**src/rtl/slv_guard_rst_seq.sv**
```systemverilog
// Reset sequencer behind the subordinate guard: isolates and drains the subordinate, pulses its reset,
// waits for its acknowledge and then hands reset-clear back to the guard (sticky error on ack timeout).
`timescale 1ns/1ps
module slv_guard_rst_seq #(
  parameter int DrainCycles = 8,
  parameter int RstCycles   = 16,
  parameter int AckTimeout  = 256,
  parameter int CntWidth    = 10
) (
  input  logic       clk_i,
  input  logic       rst_i,
  input  logic       rst_req_i,
  input  logic       sw_clr_i,
  input  logic       slv_rst_ack_i,
  output logic       isolate_o,
  output logic       slv_rst_o,
  output logic       rst_stat_o,
  output logic       busy_o,
  output logic       err_o,
  output logic [7:0] rst_cnt_o
);

  generate
    if (DrainCycles < 1 || RstCycles < 1 || AckTimeout < 1) begin : g_bad_min
      $error("slv_guard_rst_seq: DrainCycles, RstCycles and AckTimeout must all be >= 1");
    end
    if (DrainCycles > 2**CntWidth || RstCycles > 2**CntWidth || AckTimeout > 2**CntWidth) begin : g_bad_width
      $error("slv_guard_rst_seq: CntWidth too narrow for the configured cycle counts");
    end
  endgenerate

  // Terminal counts: each phase ends on the cycle its counter reaches length-1.
  localparam logic [CntWidth-1:0] DRAIN_LAST = CntWidth'(DrainCycles - 1);
  localparam logic [CntWidth-1:0] RST_LAST   = CntWidth'(RstCycles - 1);
  localparam logic [CntWidth-1:0] ACK_LAST   = CntWidth'(AckTimeout - 1);
  localparam logic [CntWidth-1:0] CNT_ONE    = CntWidth'(1);

  typedef enum logic [2:0] {
    IDLE,
    ISOLATE,
    RESET,
    WAIT_ACK,
    CLEAR,
    ERROR
  } state_t;

  state_t              state_reg;
  logic [CntWidth-1:0] cnt_reg;
  logic [7:0]          rst_cnt_reg;

  always_ff @(posedge clk_i) begin
    if (rst_i) begin
      state_reg   <= IDLE;
      cnt_reg     <= '0;
      rst_cnt_reg <= '0;
    end else begin
      case (state_reg)
        IDLE: begin
          if (rst_req_i) begin
            state_reg <= ISOLATE;
            cnt_reg   <= '0;
          end
        end
        ISOLATE: begin
          if (cnt_reg == DRAIN_LAST) begin
            state_reg <= RESET;
            cnt_reg   <= '0;
          end else begin
            cnt_reg <= cnt_reg + CNT_ONE;
          end
        end
        RESET: begin
          if (cnt_reg == RST_LAST) begin
            state_reg <= WAIT_ACK;
            cnt_reg   <= '0;
          end else begin
            cnt_reg <= cnt_reg + CNT_ONE;
          end
        end
        WAIT_ACK: begin
          // An ack arriving on the final timeout cycle still counts as success.
          if (slv_rst_ack_i) begin
            state_reg <= CLEAR;
            cnt_reg   <= '0;
            if (rst_cnt_reg != 8'hFF) begin
              rst_cnt_reg <= rst_cnt_reg + 8'd1;
            end
          end else if (cnt_reg == ACK_LAST) begin
            state_reg <= ERROR;
            cnt_reg   <= '0;
          end else begin
            cnt_reg <= cnt_reg + CNT_ONE;
          end
        end
        CLEAR: begin
          if (!rst_req_i) begin
            state_reg <= IDLE;
            cnt_reg   <= '0;
          end
        end
        ERROR: begin
          if (sw_clr_i) begin
            state_reg <= ISOLATE;
            cnt_reg   <= '0;
          end
        end
        default: begin
          state_reg <= IDLE;
          cnt_reg   <= '0;
        end
      endcase
    end
  end

  // Moore outputs: decoded from the state register only.
  assign isolate_o  = (state_reg != IDLE);
  assign busy_o     = (state_reg != IDLE);
  assign slv_rst_o  = (state_reg == RESET);
  assign rst_stat_o = (state_reg == CLEAR);
  assign err_o      = (state_reg == ERROR);
  assign rst_cnt_o  = rst_cnt_reg;

endmodule

```
**config.mk**
```make
export PLATFORM = sky130hd
export DESIGN_NAME = slv_guard_rst_seq
export DESIGN_NICKNAME = d
export VERILOG_FILES = /design/src/rtl/slv_guard_rst_seq.sv
export SDC_FILE = /design/constraint.sdc
export NUM_CORES = 1
export LEC_CHECK = 0
export BUFFER_PORTS_ARGS = -buffer_cell sky130_fd_sc_hd__clkbuf_2
export CORE_UTILIZATION = 50
export CTS_CLUSTER_SIZE = 12
export DETAILED_ROUTE_END_ITERATION = 10
export PLACE_DENSITY_LB_ADDON = 0.2
export SLEW_MARGIN = 20
export SYNTH_ARGS = -nofsm -noshare
export SYNTH_HDL_FRONTEND = slang
export SYNTH_SLANG_ARGS = --single-unit
```
**constraint.sdc**
```tcl
create_clock -name clk_i -period 5.7 [get_ports clk_i]
set_input_delay 0.285 -clock clk_i [delete_from_list [all_inputs] [get_ports clk_i]]
set_output_delay 0.285 -clock clk_i [all_outputs]
set_load 0.01 [all_outputs]
```
==> results.yml <==
floorplan:
  die_width_um: 51.5
  fp.dieH_um: 51.5
  initial_core_util: 0.544
  core_area_um2: 2250
  num_io_pins: 18
  dieArea_um2: 2650
  rows: 17
clock_network:
  holdBufCountCts: 0
  cts.path.max_buffers: 2
  cts_sinks: 21
  cts_resized: 0
  cts_setup_buffers: 0
  root_buffer: "clkbuf_4"
  h-tree-depth: 1
  insertion_delay_ps: 300
  clkTransAtPathRegs_ps: 130
  cts_tree: "done"
  cts_made_buffers: 3
synth:
  synth_flop_cell: "dfxtp_1"
  synth.top_cell.area_share: 0.343
  netlist_top_cells_count: "21 x dfxtp_1, 16 x nor2_1, 11 x nand2_1"
  syn-instance-count: 147
  yosysMostFrequentCell: "dfxtp_1"
  yosysWarningCount: 0
  synthArstFlopShare: 0
  synth_cell_types: 46
  synth-edff-count: 0
  yosysSeqAreaShare: 0.343
  synth.cell_area_um2: 1230
  yosys-top-cells-area: "dfxtp_1 34%, nor2_1 4.9%, xnor2_1 4.3%"
  syn_area_per_cell_um2: 8.34
  synth_top_cell_by_area: "dfxtp_1"
  ys_ff_latch: 21
  syn-num-nets: 154
worst_setup_path:
  cp_max_fo: 16
  required_ps: 5940
  rr_endpoint: "cnt_reg[5]$_SDFFE_PP0P_"
  crit_cells: 5
  worstSetupStartpointType: "flop"
  crit_path_start: "state_reg[0]$_SDFFE_PP0P_"
  crit_type: "flop to flop"
  reg2reg_depth: 5
  critical_path_arrival_ps: 2320
  ff2ff_setup_slack_ps: 3620
  cpPeakStageDelay_ps: 670
  critPathBufInv: 0
  crit_chain: "xnor2_1, a311oi_4, a21oi_2, or4_1, a31oi_1"
  crit_path_top_delay_cell: "dfxtp_1"
  worstSetupEndpoint: "cnt_reg[5]$_SDFFE_PP0P_"
  worstSetupEndpointType: "flop"
  crit_family: "flip-flops"
  rr_startpoint: "state_reg[0]$_SDFFE_PP0P_"
timing:
  finalSetupViolCount: 0
  slew_headroom: 0.508
  max_freq_ghz: 0.480
  worst_pin_slew_ps: 735
  rsz0062_at_grt: "no"
  min_period_ps: 2080
  hold_violations: 0
  finalClockSkew_ps: 3.05
  tns_ps: 0
  fin_crit_sh: 0.365
  slew_viol_final: 0
  worst_slack_ps: 3620
power:
  power.switching_uw: 63.8
  power_density_nw_per_um2: 186
  p_leak_uw: 0.000453
  p_int_uw: 182
  clockPowerShare: 0.302
  swShare: 0.260
  seqPwrFrac: 0.612
  comb_power_share: 0.086
  peakVddDrop_uv: 176
place:
  dp_slack_ps: 3660
  place_hpwl_um: 1890
  portBuffers: 17
  routabilityCongestion: 0.843
finish:
  area_growth_pct: 7.86
  layout-drive-gt1-share: 0.176
  largest_register_ffs: 10
  num_antenna_cells: 0
  nets: 167
run:
  maxCapViolCount: 0
route:
  wl_per_cell_um: 14.3
  drt_iter0_drc: 44
  routed_via_density: 6.03
  ant_nets: 0
  num_vias: 1128
  dr.pass1.iters: 4
  drc: 0
  wirelength_um: 2670
grt:
  grt_max_degree: 17
  track_usage: 0.223
  grt_overflow: 0
  grt_antenna_before_repair: 0
  grt_pass1_wl_um: 4450
  grt_pass1_vias: 994
worst_hold_path:
  min_path_cells: 4
  hp-class: "primary input to flop"
status:
  status: "complete, no violations"
[power groups by stage]
stage,Combinational (uW),Sequential (uW),Clock (uW)
detailed placement,20.7,153,0
floorplan,19.4,151,0
CTS,20.8,150,76.2
global placement,20.2,153,0
global route,23.2,151,83.1
finish,21.1,150,74.3
[metal layers]
layer	wire (um)	track usage	vias to the layer above
li1	-	-	567
met1	1290	0.300	531
met2	1270	0.359	28
met3	92	0.0351	2
met4	14	0.0811	0
met5	0	0	-
[worst min path at each step]
stage | start | endpoint | slack, ps
2_1_floorplan | rst_i | state_reg[0]$_SDFFE_PP0P_ | 350
3_3_place_gp | rst_cnt_o[4]$_SDFFE_PP0P_ | rst_cnt_o[4]$_SDFFE_PP0P_ | 520
3_5_place_dp | rst_cnt_o[6]$_SDFFE_PP0P_ | rst_cnt_o[6]$_SDFFE_PP0P_ | 540
4_1_cts | rst_i | state_reg[1]$_SDFFE_PP0P_ | 320
5_1_grt | rst_i | rst_cnt_o[6]$_SDFFE_PP0P_ | 330
6_report | slv_rst_ack_i | state_reg[1]$_SDFFE_PP0P_ | 340
[through the flow]
| step | total power [uW] | instance area [um^2] | hold WS [ps] | cells | util |
|---|---|---|---|---|---|
| final | 246 | 1320 | 335 | 187 | 0.587 |
| after global routing | 257 | 1320 | 330 | 187 | 0.587 |
| after CTS | 247 | 1320 | 322 | 187 | 0.587 |
| after detailed placement | 174 | 1290 | 536 | 183 | 0.574 |
| after global placement | 173 | 1290 | 518 | 183 | 0.574 |
| after floorplan | 171 | 1230 | 354 | 147 | - |
[tightest hold or removal path: stages]
cell and delay [ps]:
clkbuf_2 120, nor3_2 70, nand2_1 70, a21oi_1 60
[cell type report]
| cell class | instances | area [um^2] |
|---|---|---|
| clock buffer | 3 | 22.5 |
| clock inverter | 1 | 5.00 |
| fill | 241 | 932 |
| inverter | 1 | 3.75 |
| multi-input combinational | 116 | 751 |
| sequential | 21 | 420 |
| tap | 28 | 35.0 |
| timing repair buffer | 17 | 85.1 |
[cells in the final DEF (no fill, tap or decap), types with 4 or more instances in the layout]
cell type  synthesis  layout
nand2_1           11      11
o21ai_0            4       4
dfxtp_1           21      21
clkbuf_2           0      17
nand3b_1           4       4
xnor2_1            6       6
nor2_1            16      16
a31oi_1            6       6
nand2b_1           4       4
a21oi_1            8       8
or3_1              4       4
nand3_1           10      10
[kinds of logic (layout without fill, tap and decap cells)]
group,after synthesis,after routing,share of synthesized area
AOI/OAI and AO/OA,30,30,0.169
and+or+nand+nor,74,74,0.343
buffers and inverters,10,22,0.0449
muxes,2,2,0.0163
xor gates and xnor gates,8,8,0.0633
DFF,21,21,0.343
adders and majority gates,2,2,0.0204
No activity file was read; power rests on OpenSTA's default activity.
